File: src/rtl/fpaddsub_norm_shift_pkg.sv
// ---------------------------------------------------------------------------
// fpaddsub_pkg
// Shared widths, constants and the FSM state type for the post-addition
// normalizer of the single-precision add/sub datapath.
// ---------------------------------------------------------------------------
package fpaddsub_pkg;

    localparam int EXP_W  = 8;    // IEEE754 single exponent width
    localparam int MANT_W = 25;   // raw sum: carry + hidden one + 23 fraction
    localparam int SIG_W  = 24;   // normalized significand incl. hidden one

    localparam logic [EXP_W-1:0] EXP_MAX = 8'hFF;

    typedef enum logic [1:0] {
        IDLE  = 2'd0,
        SHIFT = 2'd1,
        DONE  = 2'd2
    } state_e;

endpackage : fpaddsub_pkg

File: src/rtl/fpaddsub_norm_shift_lzc25.sv
// ---------------------------------------------------------------------------
// fpaddsub_lzc25
// Combinational 25-bit leading-zero counter. Counts zeros starting at bit 24.
// An all-zero input returns 25.
//   data_i  [24:0]  vector to examine
//   count_o [4:0]   number of leading zeros (0..25)
// ---------------------------------------------------------------------------
module fpaddsub_lzc25 (
    input  logic [24:0] data_i,
    output logic [4:0]  count_o
);

    // Scan from LSB upward so the most significant set bit is the last
    // (and therefore winning) assignment.
    always_comb begin
        count_o = 5'd25;
        for (int i = 0; i < 25; i++) begin
            if (data_i[i]) begin
                count_o = 5'(24 - i);
            end
        end
    end

endmodule : fpaddsub_lzc25

File: src/rtl/fpaddsub_norm_shift.sv
// ---------------------------------------------------------------------------
// fpaddsub_norm_shift
// Post-addition normalizer: restores the hidden one of a raw mantissa sum.
// A carry-out is fixed with a one-bit right shift; cancellation is fixed with
// an iterative left shift of at most STEP bits per cycle. The exponent is
// adjusted accordingly and overflow / underflow (flush to zero) are flagged.
// Results leave through a valid/ready handshake to the rounding stage.
//
// Ports
//   clk, rst_n          clock, asynchronous active-low reset
//   in_valid/in_ready   input handshake (in_ready high only in IDLE)
//   in_sign             sign, passed through
//   in_exp  [7:0]       common exponent from alignment
//   in_mant [24:0]      raw sum (bit24 carry, bit23 hidden-one position)
//   in_g, in_ps         guard and pre-sticky from alignment
//   out_valid/out_ready output handshake
//   out_sign, out_exp, out_mant[23:0], out_g, out_s   normalized result
//   out_zero, out_ovf, out_unf                        result class flags
// ---------------------------------------------------------------------------
module fpaddsub_norm_shift
    import fpaddsub_pkg::*;
#(
    parameter int STEP = 8
) (
    input  logic              clk,
    input  logic              rst_n,

    input  logic              in_valid,
    output logic              in_ready,
    input  logic              in_sign,
    input  logic [EXP_W-1:0]  in_exp,
    input  logic [MANT_W-1:0] in_mant,
    input  logic              in_g,
    input  logic              in_ps,

    output logic              out_valid,
    input  logic              out_ready,
    output logic              out_sign,
    output logic [EXP_W-1:0]  out_exp,
    output logic [SIG_W-1:0]  out_mant,
    output logic              out_g,
    output logic              out_s,
    output logic              out_zero,
    output logic              out_ovf,
    output logic              out_unf
);

    localparam logic [4:0] STEP_C = 5'(STEP);

    // -----------------------------------------------------------------------
    // State and working registers
    // -----------------------------------------------------------------------
    state_e            state_q, state_d;
    logic [MANT_W-1:0] w_q, w_d;        // left-aligned working mantissa + guard
    logic [EXP_W:0]    e_q, e_d;        // 9-bit working exponent
    logic              s_q, s_d;        // sticky carried through the shift

    logic              out_valid_q, out_valid_d;
    logic              out_sign_q,  out_sign_d;
    logic [EXP_W-1:0]  out_exp_q,   out_exp_d;
    logic [SIG_W-1:0]  out_mant_q,  out_mant_d;
    logic              out_g_q,     out_g_d;
    logic              out_s_q,     out_s_d;
    logic              out_zero_q,  out_zero_d;
    logic              out_ovf_q,   out_ovf_d;
    logic              out_unf_q,   out_unf_d;

    // -----------------------------------------------------------------------
    // Leading-zero count of the working register
    // -----------------------------------------------------------------------
    logic [4:0] lzc;

    fpaddsub_lzc25 u_lzc (
        .data_i  (w_q),
        .count_o (lzc)
    );

    // Per-cycle shift amount, capped at STEP
    logic [4:0]        shift_k;
    logic [MANT_W-1:0] w_shifted;
    logic [EXP_W:0]    e_shifted;
    logic [EXP_W:0]    exp_inc;

    always_comb begin
        shift_k   = (lzc > STEP_C) ? STEP_C : lzc;
        w_shifted = w_q << shift_k;
        e_shifted = e_q - {4'd0, shift_k};
        exp_inc   = {1'b0, in_exp} + 9'd1;
    end

    // -----------------------------------------------------------------------
    // Next-state logic
    // -----------------------------------------------------------------------
    always_comb begin
        state_d     = state_q;
        w_d         = w_q;
        e_d         = e_q;
        s_d         = s_q;
        out_valid_d = out_valid_q;
        out_sign_d  = out_sign_q;
        out_exp_d   = out_exp_q;
        out_mant_d  = out_mant_q;
        out_g_d     = out_g_q;
        out_s_d     = out_s_q;
        out_zero_d  = out_zero_q;
        out_ovf_d   = out_ovf_q;
        out_unf_d   = out_unf_q;

        case (state_q)
            IDLE: begin
                if (in_valid) begin
                    // Every accept starts from a clean result record so stale
                    // flags from the previous transaction never leak through.
                    out_sign_d = in_sign;
                    out_exp_d  = '0;
                    out_mant_d = '0;
                    out_g_d    = 1'b0;
                    out_s_d    = 1'b0;
                    out_zero_d = 1'b0;
                    out_ovf_d  = 1'b0;
                    out_unf_d  = 1'b0;

                    if (in_mant[24]) begin
                        // Carry-out: one-bit right shift, exponent + 1
                        if (exp_inc == {1'b0, EXP_MAX}) begin
                            out_exp_d = EXP_MAX;
                            out_ovf_d = 1'b1;
                        end else begin
                            out_exp_d  = exp_inc[EXP_W-1:0];
                            out_mant_d = in_mant[24:1];
                            out_g_d    = in_mant[0];
                            out_s_d    = in_g | in_ps;
                        end
                        out_valid_d = 1'b1;
                        state_d     = DONE;
                    end else if ({in_mant[23:0], in_g} == '0) begin
                        // Exact cancellation; the pre-sticky is reported but
                        // does not make the result nonzero.
                        out_s_d     = in_ps;
                        out_zero_d  = 1'b1;
                        out_valid_d = 1'b1;
                        state_d     = DONE;
                    end else if (in_mant[23]) begin
                        // Already normalized
                        out_exp_d   = in_exp;
                        out_mant_d  = in_mant[23:0];
                        out_g_d     = in_g;
                        out_s_d     = in_ps;
                        out_valid_d = 1'b1;
                        state_d     = DONE;
                    end else begin
                        // Cancellation: the guard bit joins the mantissa so it
                        // is shifted in as a real significand bit.
                        w_d     = {in_mant[23:0], in_g};
                        e_d     = {1'b0, in_exp};
                        s_d     = in_ps;
                        state_d = SHIFT;
                    end
                end
            end

            SHIFT: begin
                // Compare against the full count, not the capped step, so an
                // underflow is caught on the first shift cycle.
                if ({4'd0, lzc} >= e_q) begin
                    out_exp_d   = '0;
                    out_mant_d  = '0;
                    out_g_d     = 1'b0;
                    out_s_d     = 1'b0;
                    out_unf_d   = 1'b1;
                    out_valid_d = 1'b1;
                    state_d     = DONE;
                end else begin
                    w_d = w_shifted;
                    e_d = e_shifted;
                    if (w_shifted[24]) begin
                        out_exp_d   = e_shifted[EXP_W-1:0];
                        out_mant_d  = w_shifted[24:1];
                        out_g_d     = w_shifted[0];
                        out_s_d     = s_q;
                        out_valid_d = 1'b1;
                        state_d     = DONE;
                    end
                end
            end

            DONE: begin
                if (out_ready) begin
                    out_valid_d = 1'b0;
                    state_d     = IDLE;
                end
            end

            default: begin
                state_d     = IDLE;
                out_valid_d = 1'b0;
            end
        endcase
    end

    // -----------------------------------------------------------------------
    // Registers
    // -----------------------------------------------------------------------
    always_ff @(posedge clk or negedge rst_n) begin
        if (!rst_n) begin
            state_q     <= IDLE;
            w_q         <= '0;
            e_q         <= '0;
            s_q         <= 1'b0;
            out_valid_q <= 1'b0;
            out_sign_q  <= 1'b0;
            out_exp_q   <= '0;
            out_mant_q  <= '0;
            out_g_q     <= 1'b0;
            out_s_q     <= 1'b0;
            out_zero_q  <= 1'b0;
            out_ovf_q   <= 1'b0;
            out_unf_q   <= 1'b0;
        end else begin
            state_q     <= state_d;
            w_q         <= w_d;
            e_q         <= e_d;
            s_q         <= s_d;
            out_valid_q <= out_valid_d;
            out_sign_q  <= out_sign_d;
            out_exp_q   <= out_exp_d;
            out_mant_q  <= out_mant_d;
            out_g_q     <= out_g_d;
            out_s_q     <= out_s_d;
            out_zero_q  <= out_zero_d;
            out_ovf_q   <= out_ovf_d;
            out_unf_q   <= out_unf_d;
        end
    end

    // -----------------------------------------------------------------------
    // Outputs
    // -----------------------------------------------------------------------
    assign in_ready  = (state_q == IDLE);
    assign out_valid = out_valid_q;
    assign out_sign  = out_sign_q;
    assign out_exp   = out_exp_q;
    assign out_mant  = out_mant_q;
    assign out_g     = out_g_q;
    assign out_s     = out_s_q;
    assign out_zero  = out_zero_q;
    assign out_ovf   = out_ovf_q;
    assign out_unf   = out_unf_q;

endmodule : fpaddsub_norm_shift

File: config.mk
export PLATFORM = sky130hd
export DESIGN_NAME = fpaddsub_norm_shift
export DESIGN_NICKNAME = d
export VERILOG_FILES = /design/src/rtl/fpaddsub_norm_shift_pkg.sv /design/src/rtl/fpaddsub_norm_shift_lzc25.sv /design/src/rtl/fpaddsub_norm_shift.sv
export SDC_FILE = /design/constraint.sdc
export NUM_CORES = 1
export LEC_CHECK = 0
export BUFFER_PORTS_ARGS = -buffer_cell sky130_fd_sc_hd__buf_2
export CORE_MARGIN = 2
export CORE_UTILIZATION = 41
export DETAILED_ROUTE_END_ITERATION = 7
export GPL_TIMING_DRIVEN = 0
export PLACE_DENSITY = 0.64
export SLEW_MARGIN = 20
export SYNTH_ARGS = -nofsm -noshare
export SYNTH_HDL_FRONTEND = slang
export SYNTH_HIERARCHICAL = 1
export SYNTH_SLANG_ARGS = --single-unit
File: constraint.sdc
create_clock -name clk -period 5.4 [get_ports clk]
set_clock_uncertainty 0.2 [all_clocks]
set_input_delay 0.27 -clock clk [delete_from_list [all_inputs] [get_ports clk]]
set_output_delay 0.27 -clock clk [all_outputs]
set_load 0.01 [all_outputs]
# == Word-level counts from Yosys, hierarchy flattened ==
# Index checks and enable logic that the tools add are counted.
# classes
addsub,2
order_cmp,2
eq_ne,12
n_shift,1
mux,93
n_bitwise,4
reduce_logical,10
# ops
cell,n
two-way mux 24 bit,7
two-way mux 25 bit,5
two-way mux 5 bit,17
two-way mux 8 bit,7
one-hot mux 25 bit (2 select lines),1
one-hot mux 24 bit (2 select lines),1
two-way mux 9 bit,5
two-way mux 4 bit,8
two-way mux 1 bit,28
logical NOT 25 bit,1
left shift 25 x 5 -> 25 bit,1
one-hot mux 9 bit (2 select lines),1
one-hot mux 8 bit (2 select lines),1
two-way mux 2 bit,7
"!= test 2 bit, second input constant",7
"adder 8 x 1 -> 9 bit, second input constant",1
"== test 9 x 8 -> 1 bit, second input constant",1
greater-or-equal comparator 5 x 9 -> 1 bit,1
AND reduction 3 bit,3
subtractor 9 x 5 -> 9 bit,1
one-hot mux 1 bit (2 select lines),3
one-hot mux 2 bit (3 select lines),1
AND reduction 6 bit,1
"> comparator 5 x 4 -> 1 bit, second input constant",1
12 further kinds,14
# totals
reg_bits,76
inputBits,40
out_inout_bits,40
word_cells,137

# == Logic depth before layout (Yosys ltp) ==
# logic_depth
depth_word,31
depth_mapped,17

# == Cells and area by module ==
# The synthesis kept the hierarchy.
# by_module_without_submodules
module,instances,cells_per_inst,area_each_um2,seq_area_each_um2
fpaddsub_norm_shift,1,643,5430.2,1901.8
fpaddsub_lzc25,1,49,279.0,0.0

# == Least setup slack after synthesis ==
# OpenSTA, ideal clock, no wires.
# synth_path
path_kind,register -> register
start,register w_q[8]
end,register e_q[6]
setup_ns,0.126
t_arrival_ns,3.418
t_required_ns,5.074
setup_slack_ns,1.656
path_stages_with_launch,13
path_buffers,0
cell_sequence,dfrtp_1 or4_1 o21ai_1 nand2_1 a21boi_2 nor3b_2 clkinv_1 ha_1 nor2b_1 o31a_1 nor3_1 o21ai_0 a221o_1
# synth_via
elab_chain_len,22
# synth_lines
element,line,source
from (decl),fpaddsub_norm_shift.sv:54,"logic [MANT_W-1:0] w_q, w_d;"
from (signal assigned),fpaddsub_norm_shift.sv:221,w_q <= w_d;
two-way mux 4 bit (*),fpaddsub_norm_shift_lzc25.sv:18,if (data_i[i]) begin
two-way mux 5 bit (*) (16 in series),fpaddsub_norm_shift_lzc25.sv:18,
named net lzc[2],fpaddsub_norm_shift.sv:71,logic [4:0] lzc;
> comparator 5 x 4 -> 1 bit,fpaddsub_norm_shift.sv:85,shift_k = (lzc > STEP_C) ? STEP_C : lzc;
two-way mux 5 bit,fpaddsub_norm_shift.sv:85,
subtractor 9 x 5 -> 9 bit,fpaddsub_norm_shift.sv:87,"e_shifted = e_q - {4'd0, shift_k};"
two-way mux 9 bit,fpaddsub_norm_shift.sv:165,"if ({4'd0, lzc} >= e_q) begin"
one-hot mux 9 bit (2 select lines),fpaddsub_norm_shift.sv:109,case (state_q)
to (signal assigned),fpaddsub_norm_shift.sv:208,e_q <= '0;
to (signal assigned),fpaddsub_norm_shift.sv:222,e_q <= e_d;
to (decl),fpaddsub_norm_shift.sv:55,"logic [EXP_W:0] e_q, e_d;"
# Mark *: on every way through the listed nets, which the timed path passes. The rest lies on a longest branch. The select of a mux whose other input is x is not followed.
# A chain may end at the register's enable or synchronous reset.

# == Worst setup path in the final report ==
# layout_path
start,register w_q[1]
end,"register out_mant_q[4], in the netlist out_mant[4]"
# layout_via
elab_chain_len,30
# layout_lines
element,line,source
two-way mux 4 bit (*) (8 in series),fpaddsub_norm_shift_lzc25.sv:18,
two-way mux 5 bit (*) (16 in series),fpaddsub_norm_shift_lzc25.sv:18,
named net lzc[0],fpaddsub_norm_shift.sv:71,
> comparator 5 x 4 -> 1 bit,fpaddsub_norm_shift.sv:85,
two-way mux 5 bit,fpaddsub_norm_shift.sv:85,
left shift 25 x 5 -> 25 bit,fpaddsub_norm_shift.sv:86,w_shifted = w_q << shift_k;
two-way mux 24 bit,fpaddsub_norm_shift.sv:176,if (w_shifted[24]) begin
two-way mux 24 bit,fpaddsub_norm_shift.sv:165,
one-hot mux 24 bit (2 select lines),fpaddsub_norm_shift.sv:109,
to (signal assigned),fpaddsub_norm_shift.sv:227,out_mant_q <= out_mant_d;
to (decl),fpaddsub_norm_shift.sv:61,"logic [SIG_W-1:0] out_mant_q, out_mant_d;"
# Marks and branches as above.

==> flow_metrics.tcl <==
set metrics [dict create \
    status "complete, no violations" \
    grt_max_degree 47 \
    rr_startpoint "w_q[1]" \
    core_area_um2 13700 \
    gr-total-overflow 0 \
    ir_worst_vdd_mv 0.346 \
    via_per_inst 6.52 \
    ys_ff_latch 76 \
    hold_start "in_exp[6]" \
    cp-startpoint "w_q[1]" \
    clk_path_buf_depth 2 \
    crit_path_end_kind "flip-flop" \
    drcViolationCount 0 \
    cts_sinks 76 \
    avgSynthCellArea_um2 8.25 \
    worst_ep_required_time_ps 5410 \
    yosysTopAreaCell "dfrtp_1" \
    die-area_um2 14900 \
    period_share_pct 93.9 \
    dieHeight_um 122 \
    crit_path_top_delay_cell "o21ai_0" \
    reg2reg_to "out_mant[4]" \
    cts_tree "done" \
    via_count 6321 \
    top_level_ports 80 \
    post_cts_resized 0 \
    yosysWarningCount 6 \
    synth-main-ff-cell "dfrtp_1" \
    r2r_setup_slack_ps 330 \
    netlist_instances 692 \
    clock_tree.root_cell "clkbuf_16" \
    cts_max_level 3 \
    max_freq_mhz 197 \
    yosysTopAreaCellShare_pct 33.3 \
    worstPathMaxFanout 10 \
    arrival_ps 5080 \
    clkSlewWorstSetupHoldPaths_ps 60 \
    hold_path.class "in2reg" \
    synth.area.top_cells "dfrtp_1 (33%), nor2_1 (5.9%), nand2_1 (4.5%)" \
    hold_buffers 2 \
    die_x_um 122 \
    relSlewSlack_pct 25.5 \
    tns_ps 0 \
    grt_pass1_wl_um 34400 \
    ant_nets 0 \
    wl_per_cell_um 23.0 \
    worst_pin_slew_ps 1110 \
    dr.pass1.iters 6 \
    nets 837 \
    cp-start-kind "flip-flop" \
    drv_cap 0 \
    hold_viol_final 0 \
    ff2ff_path_depth 15 \
    hold_depth 2 \
    placed_area_um2 6360 \
    crit_family "compound AO/OA/AOI/OAI gates" \
    track_usage_pct 30.0 \
    antenna_cells 0 \
    layout_min_cycle_time_ps 5070 \
    antenna_found_initial 0 \
    crit_top_cell "o21ai_0" \
    finalWeightedCongestion 1.03 \
    numCtsBuffers 9 \
    layout-drive-gt1-share_pct 17.5 \
    wl_um 22300 \
    cts_setup_buffers 0 \
    seq_area_frac_synth_pct 33.3 \
    synth_nets 744 \
    yosysUniqueCellTypes 74 \
    crit_type "reg2reg" \
    drt-initial-drc-count 884 \
    start_util_pct 41.6 \
    syn_to_final_growth_pct 16.9 \
    finish.instance_area_um2 6670 \
    nFillCells 1355 \
    rows 43 \
    setup_viol 0 \
    syn-cell-area_um2 5710 \
    grt_pass1_vias 5915 \
    p_per_area_nw_per_um2 759 \
    report.final.slew_viol_count 0 \
    crit_cells 15 \
    path_buf_inv 4 \
    async_reset_ff_share_pct 100 \
    p_leak_nw 2.79 \
    synth_edf_count 0 \
    slowest_delay_ps 880 \
    dp_hpwl_um 16800 \
    port_buffers 79 \
    clock_latency_ps 340 \
    rsz0062_at_grt "false" \
    hold_path_end "e_q[6]" \
    worstPathCellList "nor2b_1 > o21ai_0 > a2111oi_2 > o32ai_1 > buf_4 > clkbuf_1 > inv_1 > ha_1 > nand2b_1 > a31oi_1 > o21ai_0 > nor2_1 > buf_2 > a222oi_1 > a21oi_1" \
]
-- worst max-delay path by stage --
stage,end,slack (ps)
finish,out_mant[4],330
global route,out_mant[4],30
CTS,out_mant[4],380
detailed placement,out_mant[4],400
global placement,out_mant[4],410
floorplan,e_q[6],1660
-- layout by cell type (no fill, tap or decap), drive strengths merged, types with 5 or more instances in the layout --
cell type  netlist  layout
a211oi          15      15
a21o             6       6
a21oi           50      50
a221o            6       6
a221oi           9       9
a222oi           9       9
a22o             5       5
a22oi           16      16
a31oi           19      19
and2             6       6
buf             20     100
clkbuf          29      40
dfrtp           76      76
ha              11      11
inv             18      19
mux2i           17      17
mux4             5       5
nand2           69      69
nand2b           5       5
nand3            8       8
nand4            6       6
nor2            89      89
nor2b            8       8
nor3            15      15
nor3b            5       5
nor4            14      14
o211ai           7       7
o21a            13      13
o21ai           38      38
o221ai           6       6
o22ai           10      10
o311ai           6       6
o31a             5       5
or3              8       8
xnor2            7       7
xor2             7       7
-- where the power goes --
| group | internal, W | total [W] | switching, W |
|---|---|---|---|
| clock network | 0.000368 | 0.000603 | 0.000235 |
| registers | 0.000846 | 0.00124 | 0.000392 |
| logic | 0.00125 | 0.00323 | 0.00197 |
-- per-layer routing --
layer	track usage, %	wire length [µm]
met2	45.6	10100
met1	43.4	9500
met5	0	0
met3	5.66	2180
met4	8.62	434
-- metrics by stage --
| step | hold slack, ps | total power, W | util [%] | cells | worst slack, ps |
|---|---|---|---|---|---|
| after CTS | 1.29 | 0.00496 | 48.6 | 969 | 383 |
| after global placement | 273 | 0.00429 | 46.1 | 951 | 415 |
| after floorplan | -226 | 0.00328 | - | 692 | 1660 |
| final | 6.29 | 0.00507 | 48.6 | 969 | 331 |
| after global routing | 7.94 | 0.00537 | 48.6 | 969 | 32.0 |
| after detailed placement | 44.9 | 0.00434 | 46.4 | 952 | 401 |
-- sequential cells by signal (all words and copies together) (netlist names) --
signal,cells
out_mant,24
out_zero,1
out_sign,1
out_ovf,1
out_valid,1
out_unf,1
out_exp,8
out_g,1
s_q,1
out_s,1
e_q,9
w_q,25
state_q,2
-- Yosys cell counts, types with 7 or more instances --
library cell	count
a211oi_1	15
a21oi_1	49
a221oi_1	8
a222oi_1	9
a22oi_1	16
a31oi_1	19
buf_2	16
clkbuf_1	29
dfrtp_1	76
ha_1	11
inv_1	16
mux2i_1	17
nand2_1	69
nand3_1	8
nor2_1	89
nor2b_1	8
nor3_1	15
nor4_1	14
o211ai_1	7
o21a_1	13
o21ai_0	37
o22ai_1	10
or3_1	7
xnor2_1	7
xor2_1	7
-- logic make-up after synthesis --
group | Yosys count | synth area share (%)
buffers and inverters | 68 | 5.08
multiplexers | 26 | 5.74
other | 1 | 0.0657
AND/OR/NAND/NOR | 246 | 20.2
flip-flops | 76 | 33.3
adder cells (fa/ha/maj) | 12 | 2.76
AO/OA/AOI/OAI | 249 | 30.7
XOR/XNOR | 14 | 2.15
-- final cells by class --
| class | instances | area [µm²] | area share (%) |
|---|---|---|---|
| sequential | 76 | 1900 | 28.5 |
| tap | 180 | 225 | 3.38 |
| multi-input combinational | 548 | 3520 | 52.7 |
| clock buffer | 11 | 243 | 3.64 |
| clock inverter | 4 | 48.8 | 0.731 |
| inverter | 19 | 71.3 | 1.07 |
| buffer | 49 | 219 | 3.28 |
| timing repair buffer | 82 | 445 | 6.68 |
Power figures use the tool's default switching activity.
